## src/rtl/keypad_pkg.sv

```systemverilog
// Shared definitions for the keypad path (scanner, key queue, password FSM).
package keypad_pkg;

  localparam int unsigned KEY_W = 4;

  typedef enum logic [1:0] {
    IDLE,
    ARMING,
    HELD,
    RELEASING
  } debounce_state_t;

  localparam logic [KEY_W-1:0] KEY_A    = 4'hA;
  localparam logic [KEY_W-1:0] KEY_B    = 4'hB;
  localparam logic [KEY_W-1:0] KEY_C    = 4'hC;
  localparam logic [KEY_W-1:0] KEY_D    = 4'hD;
  localparam logic [KEY_W-1:0] KEY_STAR = 4'hE;
  localparam logic [KEY_W-1:0] KEY_HASH = 4'hF;

endpackage

```

## src/rtl/key_fifo.sv

```systemverilog
// Synchronous FIFO with wrap-bit pointers; flags and count derive from registered pointers.
module key_fifo
  import keypad_pkg::*;
#(
  parameter int unsigned DEPTH = 4,
  parameter int unsigned WIDTH = KEY_W
) (
  input  logic                     clk,
  input  logic                     reset_n,
  input  logic                     push,
  input  logic [WIDTH-1:0]         push_data,
  input  logic                     pop,
  output logic [WIDTH-1:0]         head,
  output logic                     full,
  output logic                     empty,
  output logic                     drop,
  output logic [$clog2(DEPTH):0]   count
);

  localparam int unsigned AW = $clog2(DEPTH);
  localparam logic [AW:0] PTR_ONE = (AW + 1)'(1);

  logic [AW:0]      wr_q, rd_q;
  logic [WIDTH-1:0] mem_q [DEPTH];
  logic             do_push, do_pop;

  assign empty   = (wr_q == rd_q);
  assign full    = (wr_q[AW] != rd_q[AW]) && (wr_q[AW-1:0] == rd_q[AW-1:0]);
  assign do_pop  = pop && !empty;
  // A pop in the same cycle frees the slot the push needs.
  assign do_push = push && (!full || do_pop);
  assign drop    = push && full && !do_pop;
  assign count   = wr_q - rd_q;
  assign head    = mem_q[rd_q[AW-1:0]];

  always_ff @(posedge clk or negedge reset_n) begin
    if (!reset_n) begin
      wr_q <= '0;
      rd_q <= '0;
      for (int i = 0; i < int'(DEPTH); i++) mem_q[i] <= '0;
    end else begin
      if (do_push) begin
        mem_q[wr_q[AW-1:0]] <= push_data;
        wr_q                <= wr_q + PTR_ONE;
      end
      if (do_pop) rd_q <= rd_q + PTR_ONE;
    end
  end

endmodule

```

## src/rtl/keypad_key_queue.sv

```systemverilog
// Debounces the scanner's key level into one event per press and queues events for the FSM.
module keypad_key_queue
  import keypad_pkg::*;
#(
  parameter int unsigned STABLE_CYCLES = 1000000,
  parameter int unsigned FIFO_DEPTH    = 4
) (
  input  logic                          clk,
  input  logic                          reset_n,
  input  logic [KEY_W-1:0]              raw_key,
  input  logic                          raw_valid,
  output logic [KEY_W-1:0]              out_key,
  output logic                          out_valid,
  input  logic                          out_ready,
  output logic                          overflow,
  output logic [$clog2(FIFO_DEPTH):0]   pending
);

  localparam int unsigned CNT_W = $clog2(STABLE_CYCLES + 1);
  localparam logic [CNT_W-1:0] CNT_MAX = CNT_W'(STABLE_CYCLES);
  localparam logic [CNT_W-1:0] CNT_ONE = CNT_W'(1);

  debounce_state_t   state_q, state_d;
  logic [CNT_W-1:0]  cnt_q, cnt_d, cnt_inc;
  logic [KEY_W-1:0]  cand_q, cand_d;
  logic              push_req, fifo_empty, fifo_full, fifo_drop, overflow_q;

  assign cnt_inc = (cnt_q == CNT_MAX) ? cnt_q : cnt_q + CNT_ONE;

  always_comb begin
    state_d  = state_q;
    cnt_d    = cnt_q;
    cand_d   = cand_q;
    push_req = 1'b0;
    unique case (state_q)
      IDLE: begin
        if (raw_valid) begin
          cand_d  = raw_key;
          cnt_d   = CNT_ONE;
          state_d = ARMING;
        end
      end
      ARMING: begin
        if (!raw_valid) begin
          cnt_d   = '0;
          state_d = IDLE;
        end else if (raw_key != cand_q) begin
          cand_d = raw_key;
          cnt_d  = CNT_ONE;
        end else begin
          cnt_d = cnt_inc;
          if (cnt_inc == CNT_MAX) begin
            push_req = 1'b1;
            state_d  = HELD;
          end
        end
      end
      HELD: begin
        // Any key while held only restarts the release timer; no rollover.
        if (raw_valid) begin
          cnt_d = '0;
        end else begin
          cnt_d   = CNT_ONE;
          state_d = RELEASING;
        end
      end
      RELEASING: begin
        if (raw_valid) begin
          cnt_d   = '0;
          state_d = HELD;
        end else if (cnt_inc == CNT_MAX) begin
          cnt_d   = '0;
          state_d = IDLE;
        end else begin
          cnt_d = cnt_inc;
        end
      end
      default: begin
        cnt_d   = '0;
        state_d = IDLE;
      end
    endcase
  end

  always_ff @(posedge clk or negedge reset_n) begin
    if (!reset_n) begin
      state_q    <= IDLE;
      cnt_q      <= '0;
      cand_q     <= '0;
      overflow_q <= 1'b0;
    end else begin
      state_q    <= state_d;
      cnt_q      <= cnt_d;
      cand_q     <= cand_d;
      overflow_q <= fifo_drop;
    end
  end

  key_fifo #(
    .DEPTH (FIFO_DEPTH),
    .WIDTH (KEY_W)
  ) u_fifo (
    .clk       (clk),
    .reset_n   (reset_n),
    .push      (push_req),
    .push_data (cand_q),
    .pop       (out_ready),
    .head      (out_key),
    .full      (fifo_full),
    .empty     (fifo_empty),
    .drop      (fifo_drop),
    .count     (pending)
  );

  assign out_valid = !fifo_empty;
  assign overflow  = overflow_q;

endmodule
```

## config.mk

```make
export PLATFORM = sky130hd
export DESIGN_NAME = keypad_key_queue
export DESIGN_NICKNAME = d
export VERILOG_FILES = /design/src/rtl/keypad_pkg.sv /design/src/rtl/key_fifo.sv /design/src/rtl/keypad_key_queue.sv
export SDC_FILE = /design/constraint.sdc
export NUM_CORES = 1
export LEC_CHECK = 0
export CAP_MARGIN = 20
export CORE_AREA = 2 2 87 130
export CTS_CLUSTER_SIZE = 8
export DETAILED_ROUTE_END_ITERATION = 10
export DIE_AREA = 0 0 89 132
export SYNTH_ARGS = -nofsm -noshare
export SYNTH_HDL_FRONTEND = slang
export SYNTH_SLANG_ARGS = --single-unit
```

## constraint.sdc

```tcl
create_clock -name clk -period 8.23 [get_ports clk]
set_input_delay 1.646 -clock clk [delete_from_list [all_inputs] [get_ports clk]]
set_output_delay 1.646 -clock clk [all_outputs]
set_load 0.1 [all_outputs]
```

# Word-level counts from Yosys, hierarchy flattened
# Cells that the tools add are included.
[word_totals]
ff_bits = 49
latch_bits = 0
ramBits = 0
mem_bits_ro = 0
inputBits = 8
output_inout_bits = 9
mem_count = 0
[op_classes]
add_sub_neg = 4
multipliers = 0
n_div = 0
order_cmp = 3
n_eq_ne = 16
shift = 0
n_mux = 30
bitwise_logic = 2
n_reduce_logical = 14
[op_table]
columns = ["cell", "n"]
rows = [
  ["20-bit two-way mux", 6],
  ["20-bit one-hot mux with 4 select lines", 1],
  ["20-bit equality test (second input constant)", 2],
  ["4-bit two-way mux", 6],
  ["20-bit by 1-bit adder with 20-bit output (second input constant)", 1],
  ["16-bit bitwise mux", 1],
  ["2-bit two-way mux", 7],
  ["3-bit != test (second input constant)", 3],
  ["4-bit binary-select mux with 2-bit select", 1],
  ["4-bit demux with 2-bit select", 1],
  ["2-bit != test (second input constant)", 4],
  ["2-bit one-hot mux with 4 select lines", 1],
  ["4-bit one-hot mux with 2 select lines", 1],
  ["3-bit by 1-bit adder with 3-bit output (second input constant)", 2],
  ["3-bit greater-or-equal comparator (second input constant)", 2],
  ["1-bit logical AND", 6],
  ["2-bit NOT with 3-bit output", 2],
  ["1-bit two-way mux", 5],
  ["5-bit AND reduction", 1],
  ["2-bit equality test (second input constant)", 2],
  ["4-bit != test", 1],
  ["4-bit AND reduction", 1],
  ["3-bit equality test", 1],
  ["1-bit zero test", 3],
  ["other kinds (8)", 8],
]

# Depth between registers and ports, before layout
# Gate-level depths: netlist (run 1).
[logic_depth]
ltp_word = 9
ltp_mapped = 11

# By module
# From an unflattened synthesis (run 1), not the netlist that was laid out.
[hier_totals]
hier_cells = 342
area_unflattened_um2 = 3323.2
[by_module_without_submodules]
columns = ["module", "instances", "cells_per_inst", "area_each_um2", "seq_area_each_um2"]
rows = [
  ["keypad_key_queue", 1, 258, 2115.8, 675.6],
  ["key_fifo", 1, 84, 1207.4, 550.5],
]

# Worst setup path before layout (run 1)
# OpenSTA, ideal clock, no wires.
[synth_path]
path_kind = "register -> output"
start = "register u_fifo.wr_q[0]"
end = "output port pending[2]"
arrival_time_ns = 2.588
path_slack_ns = 3.996
stages_incl_launch_ff = 5
path_buffers = 0
cell_sequence = "dfrtp_1 > inv_1 > ha_1 > fa_1 > xnor2_1"
[synth_via]
elab_chain_cells = 1
[synth_rtl]
columns = ["element", "line", "source"]
rows = [
  ["from (decl)", "key_fifo.sv:23", "logic [AW:0] wr_q, rd_q;"],
  ["from (signal assigned)", "key_fifo.sv:44", "wr_q <= wr_q + PTR_ONE;"],
  ["3-bit subtractor", "key_fifo.sv:33", "assign count = wr_q - rd_q;"],
  ["to (decl)", "keypad_key_queue.sv:16", "output logic [$clog2(FIFO_DEPTH):0] pending"],
]
# Every way passes these cells.

# Final worst setup path (run 1)
[layout_path]
start = "register u_fifo.rd_q[0]"
end = "output port pending[2]"
[layout_via]
elab_chain_cells = 1
[layout_rtl]
columns = ["element", "line", "source"]
rows = [
  ["from (decl)", "key_fifo.sv:23", ""],
  ["from (signal assigned)", "key_fifo.sv:46", "if (do_pop) rd_q <= rd_q + PTR_ONE;"],
  ["3-bit subtractor", "key_fifo.sv:33", ""],
]
# Every way passes these cells.

==> impl_results.md, run 1 <==
- Reg power frac: a little over two fifths
- Rows: 46
- Synth Flop Type: dfrtp_1
- Average wire per standard cell: between 10 and 15 microns
- Htree depth: 2
- Post-synth EDFFs: 0
- Final Util: 33.5%
- Delay-heaviest family, CP: buffers and inverters
- Hold Path Stages: 1
- Clock Path Buffers: 2
- Synth Area per Inst: just under 10 sq um
- Inst Count DP: 457
- WP buf/inv: 1
- Area Growth Syn to Fin: 14.2%
- Psw: roughly 230 uW
- R2R cell count: 9
- CTS buffer count: 5
- Cell area after synthesis: 3100 sq um
- Min Tclk post-route: between 4 and 5 ns
- Post_cts resized: 0
- Final #Nets: 339
- Global Route Usage Sum: about an eighth
- Setup violators final: 0
- Synthesized Nets: 334
- Finished Layout Cells: 466
- Ys async rst share: 100%
- Clock Latency Late Sink: a little under 0.3 ns
- Routed wire length: ~6.9 mm
- Min Hold Slack: between 0.5 and 0.6 ns
- CP Max Fanout: 7
- Dpl hpwl: 5.05 mm
- Sw Ratio: 35.1%
- Setup CP Type: reg2out
- F_max: 0.224 GHz
- YS warnings: 0
- Num Clock Sinks: just under 50
- Total power draw: 659 uW
- Status: complete, no violations
- Synth area leader: dfrtp_1
- Vias: 2370
- CP Capture Type: output port
- Final Hold Viols: 0
- Post-Synth Adder-Cell Area: 4.27%
- Clock power frac: roughly a third
- Max incr delay on CP: 1.15 ns
- Xor and xnor area share after synthesis: 4.23%
- Core area: 10600 sq um
- Yosys cell types: 52
- Register clock-pin slew on the reported worst setup and hold paths: 0.07 ns
- Fraction of synthesized area in multiplexers: 11.6%
- Hold-fix buffers at CTS: 0
- Number of max-cap violations: 0
- Initial Util: around 30%
- DRT Pass-1 Iters: 4
- Synth Area in Simple Gates: 25.5%
- Final setup skew: 0.00374 ns
- Grt total ovfl: 0
- Max Slew Vio Count: 0
- Post-synthesis cell count: 316
- Compound-gate portion of the synthesized area: 10.9%
- Vias in the first global route: 2508
- Pleak: 0.00147 uW
- Commonest non-fill, non-tap cell in the layout: dfrtp_1
- Port bufs: 16
- Area contributors post-synth: dfrtp_1 40%, mux2_2 8.0%, nand2_1 5.0%
- CTS tree: yes
- Root buffer cell: clkbuf_16
- Fin Setup TNS: 0 ns
- Initial antenna violation count: 0
- Min-Delay Path Class: reg2reg
- Crit-path cells: ha_1 -> fa_1 -> xnor2_1 -> clkdlybuf4s50_1
- Critical Path RT: approximately 6.6 ns
- Setup bufs post-CTS: 0
- Filler instances: 1120
- Worst Path Arrival: 2.81 ns
- Max_slew headroom: between 30% and 40%
- RSZ-0062 raised after global routing: no
- # DRC: 0
- ANT nets after route: 0
- Most frequent cells in the layout: 49 x dfrtp_1, 41 x nand2_1, 22 x mux2_2, 16 x nor2_1, 15 x clkdlybuf4s50_1
- DR vias/cell: 5.09
- Largest net degree at the start of global routing: 50
- Fraction of layout instances using a drive strength above 1: 15.2%
- Die Wd: a little under 90 microns
- Antenna cells: 0
- Yosys reg bits: 49
- RD Place Congestion: 0.817
- Final period util: 54.2%
- Die ar.: 11700 sq um
- Area share of the leading cell type in the synthesized netlist: between 30% and 40%
- Internal: ~430 uW
- Worst setup SP type: register
- VDD IR max: 0.247 mV
- # IOs: 17
- Register area share after synthesis: 39.5%
- Power per cell area: around 190 nW/um^2
- Largest family of logic cells by synthesized area: simple AND/OR/NAND/NOR gates
- Slowest cell on crit path: clkdlybuf4s50_1
- Slew @ Worst Pin: 0.980 ns
- Gate power share: 24.6%
- First-pass GRT wire length: approximately 12 mm
- CP Depth: 4
- Iteration-0 DRC Markers: 109
- Die Height: roughly 130 microns
-- state kept, by name, summed over array words and instances, names as in the netlist, named ones only --
register / cells
cand_q: 4
cnt_q: 20
overflow: 1
state_q: 1
u_fifo.mem_q: 16
u_fifo.rd_q: 3
u_fifo.wr_q: 3
-- synth_stat cells (all sizes together), types with 6 or more instances --
| cell | n |
|---|---|
| dfrtp | 49 |
| nand2 | 41 |
| mux2 | 23 |
| nand3 | 19 |
| nor2 | 16 |
| clkbuf | 12 |
| inv | 11 |
| o221ai | 11 |
| nor4 | 10 |
| and2 | 9 |
| ha | 9 |
| o211ai | 9 |
| xnor2 | 9 |
| buf | 8 |
| o21ai | 8 |
| nor2b | 7 |
| nor3 | 7 |
| or3 | 7 |
| xor2 | 6 |
-- cell type report --
cell class | count | area (sq um) | share of cell area [%]
well taps | 144 | 180 | 5.08
flip-flops and latches | 49 | 1230 | 34.6
clock inverters | 2 | 17.5 | 0.494
inverters | 11 | 41.3 | 1.17
repair buffers | 18 | 183 | 5.16
multi-input cells | 236 | 1760 | 49.6
clock buffers | 6 | 139 | 3.92
-- metal layers --
layer	global-route usage, %	vias up	routed length, microns
li1	-	1154	-
met1	14.8	1165	2690
met2	23.1	38	3870
met3	2.25	13	166
met4	4.56	0	173
met5	0	-	0
-- worst register-to-register path: stages (launching register included) --
cell	delay, ns
dfrtp_1	0.46
inv_1	0.15
ha_1	0.15
or3b_1	0.33
or4_1	0.42
nor4_2	0.54
mux2i_1	0.45
o41a_1	0.78
o21ai_0	0.36
o211ai_1	0.27
-- power groups by stage --
stage                     sequential (uW)  clock (uW)  combinational (uW)
after global routing                  283         232                 174
final                                 280         217                 162
after CTS                             281         222                 163
after global placement                285           0                 160
after detailed placement              285           0                 161
after floorplan                       269           0                 132
-- cells by family after synthesis --
logic type,Yosys count
buffers and inverters,31
DFF,49
xor gates and xnor gates,15
muxes,28
AOI/OAI and AO/OA,45
adders and majority gates,10
and+or+nand+nor,138
-- path summary, 6_finish.rpt --
path                                  startpoint               end  slack [ns]
worst max-delay path              u_fifo.rd_q[0]        pending[2]        3.77
worst min-delay path            u_fifo.mem_q[11]  u_fifo.mem_q[11]        0.50
worst max register to register          cnt_q[0]         cnt_q[12]        4.23
worst min register to register  u_fifo.mem_q[11]  u_fifo.mem_q[11]        0.50
max in group asynchronous                reset_n         cnt_q[12]        6.54
min in group asynchronous                reset_n         cand_q[0]        1.20
-- per-stage QoR --
step | setup slack [ns] | area (sq um)
final | 3.77 | 3540
after global placement | 3.92 | 3370
after CTS | 3.74 | 3520
after detailed placement | 3.76 | 3370
after floorplan | 4.00 | 3100
after global routing | 3.63 | 3540
Note: power is estimated with default switching activity, not from simulation.
==> run 2: changes to the inputs <==
==> constraint.sdc (replaced) <==
create_clock -name clk -period 4.5 [get_ports clk]
set_input_delay 0.9 -clock clk [delete_from_list [all_inputs] [get_ports clk]]
set_output_delay 0.9 -clock clk [all_outputs]
set_load 0.1 [all_outputs]
==> run 2 against run 1 <==
- cell area grew 0.21%
- clock-buffer cell count shrank 1
- worst setup slack lost 3.2 ns
- critical path depth grew 5
- critical endpoint is now cnt_q[13]
- sequential cell count is the same
- sequential share of layout area shrank 0.073 points
- first-iteration DRC count grew 49%
- routed wire length grew 2.6%
- sequential power grew 82%
- register-to-register slack lost 3.6 ns
- non-clock buffer count grew 3
- hold slack gained 0.0080 ns
==> impl_results.md, run 2 (synthesis gave the netlist of run 1 again) <==
- Status: complete, no violations
- Most frequent cells in the layout: 49 x dfrtp_1, 41 x nand2_1, 22 x mux2_2, 16 x nor2_1, 14 x nand3_1
- Initial antenna violation count: 0 (unchanged)
- Most flop-heavy register: cnt_q
- Crit path top cell by count: o21ai_0
- Vias in the first global route: 2425 (-3.3%)
- Initial Util: 29.3% (unchanged)
- RD Place Congestion: 0.882 (+8.0%)
- Hold-fix buffers at CTS: 0 (unchanged)
- Final period util: between 80 and 90%
- # IOs: 17 (unchanged)
- Setup CP Type: reg2reg
- Slowest cell on crit path: o41a_1
- Largest net degree at the start of global routing: 36 (-28%)
- Port bufs: 16 (unchanged)
- CTS tree: yes
- Number of max-cap violations: 0 (unchanged)
- Worst Path Arrival: 4.04 ns (+1.23 ns)
- Register clock-pin slew on the reported worst setup and hold paths: 0.07 ns (about the same)
- Clock Latency Late Sink: 0.30 ns (about the same)
- Delay-heaviest family, CP: compound AO/OA/AOI/OAI gates
- Iteration-0 DRC Markers: 162 (+49%)
- Num Clock Sinks: 49 (unchanged)
- Reg area: 1230 sq um (unchanged)
- Filler instances: 1125 (+0.45%)
- WP buf/inv: 1 (unchanged)
- Inst Count DP: 461 (+0.88%)
- Finished Layout Cells: 469 (+0.64%)
- RSZ-0062 raised after global routing: no
- Routed wire length: 7.08 mm (+2.6%)
- Worst setup SP type: register
- Antenna cells: 0 (unchanged)
- Crit-path cells: inv_1 -> ha_1 -> or3b_1 -> or4_1 -> nor4_2 -> mux2i_1 -> o41a_1 -> o21ai_0 -> o21ai_0
- Vias: 2394 (+1.0%)
- Final Hold Viols: 0 (unchanged)
- Critical Path RT: 4.65 ns (-1.93 ns)
- Dpl hpwl: 5.35 mm (+5.8%)
- Commonest non-fill, non-tap cell in the layout: dfrtp_1
- Power per cell area: 334 nW/um^2 (+79%)
- Max Slew Vio Count: 0 (unchanged)
- Grt total ovfl: 0 (unchanged)
- F_max: 0.257 GHz
- Core area: 10600 sq um (unchanged)
- Slew @ Worst Pin: 0.990 ns (+0.00973 ns)
- Htree depth: 2 (unchanged)
- Final #Nets: 342 (+0.88%)
- Min Tclk post-route: 3.89 ns
- First-pass GRT wire length: 12.0 mm (-0.69%)
- Top Registers: cnt_q x20, u_fifo.mem_q x16, cand_q x4
- Die Height: 132 microns (unchanged)
- Average wire per standard cell: 15.1 microns (+1.9%)
- Global Route Usage Sum: 12.9% (+0.10 points)
- Rows: 46 (unchanged)
- Max incr delay on CP: 0.63 ns (-0.52 ns)
- Die ar.: 11700 sq um (unchanged)
- Setup bufs post-CTS: 0 (unchanged)
- Root buffer cell: clkbuf_16
- DRT Pass-1 Iters: 4 (unchanged)
- # DRC: 0 (unchanged)
- Largest register FFs: 20 (unchanged)
- Max_slew headroom: 33.8% (-0.65 points)
- VDD IR max: 0.540 mV (+120%)
- CTS buffer count: 5 (unchanged)
- Area Growth Syn to Fin: 14.4%
- Area of the multi-input gates: 1760 sq um (unchanged)
- ANT nets after route: 0 (unchanged)
- Pleak: 0.00148 uW (+0.74%)
- Final setup skew: 0.00636 ns (+0.00261 ns)
- CP Capture Type: register
- DR vias/cell: 5.10 (+0.37%)
- CP Max Fanout: 10 (+3)
- Post_cts resized: 0 (unchanged)
- Fraction of layout instances using a drive strength above 1: 16.6% (+1.4 points)
- Min-Delay Path Class: in2async
- Die Wd: 89 microns (unchanged)
- Clock Path Buffers: 2 (unchanged)
- Setup violators final: 0 (unchanged)
- Fin Setup TNS: 0 ns (unchanged)
## run 2: cell count changes in the layout (fill, tap and decap cells not counted), sizes merged
cell	change
clkbuf	-1
clkinvlp	+1
buf	+5
clkdlybuf4s50	-2
## run 2: area by class of cell
| type | count | area share (%) |
|---|---|---|
| well taps | 144 | 5.07 |
| clock buffers | 5 | 3.52 |
| clock inverters | 3 | 0.599 |
| flip-flops and latches | 49 | 34.5 |
| inverters | 11 | 1.16 |
| multi-input cells | 236 | 49.5 |
| repair buffers | 21 | 5.64 |
## run 2: worst paths after layout
check	from	to	slack [ns]	cells past startpoint
max in group asynchronous	reset_n	state_q[0]	3.48	2
min in group clk	u_fifo.rd_q[2]	u_fifo.rd_q[2]	0.51	1
worst max register to register	cnt_q[0]	cnt_q[13]	0.61	9
worst min-delay path	reset_n	cand_q[3]	0.51	1
worst min register to register	u_fifo.rd_q[2]	u_fifo.rd_q[2]	0.51	1
worst max-delay path	cnt_q[0]	cnt_q[13]	0.61	9
## run 2: layer usage
layer	GRT usage [%]	part of all wire, %	routed length (microns)	vias to the layer above
met4	4.39	2.4	171	0
met1	15.3	40	2830	1168
met3	2.38	3.5	247	14
li1	-	-	-	1158
met5	0	0	0	-
met2	22.9	54	3840	54
## run 2: where the power goes
group	leakage, uW	total (uW)	internal [uW]	switching (uW)
sequential	0.000652	510	460	50.3
combinational	0.000757	294	94.6	200
clock	0.0000702	380	207	173
total	0.00148	1180	762	423
## run 2: through the flow
stage,area [sq um],power [uW],util (%),hold slack [ns],worst slack [ns]
floorplan,3100,734,-,0.459,1.01
global placement,3380,810,32.0,0.482,0.782
detailed placement,3400,817,32.1,0.499,0.651
CTS,3550,1200,33.5,0.515,0.643
global route,3550,1240,33.5,0.523,0.421
finish,3550,1180,33.5,0.511,0.608
==> run 3: changes to the inputs <==
--- a/config.mk
+++ b/config.mk
@@ -10,6 +10,7 @@
 export CTS_CLUSTER_SIZE = 8
 export DETAILED_ROUTE_END_ITERATION = 10
 export DIE_AREA = 0 0 89 132
+export SETUP_SLACK_MARGIN = 0.15
 export SYNTH_ARGS = -nofsm -noshare
 export SYNTH_HDL_FRONTEND = slang
 export SYNTH_SLANG_ARGS = --single-unit
==> results of run 3 <==
Final layout, timing and power as in run 2 (identical DEF).
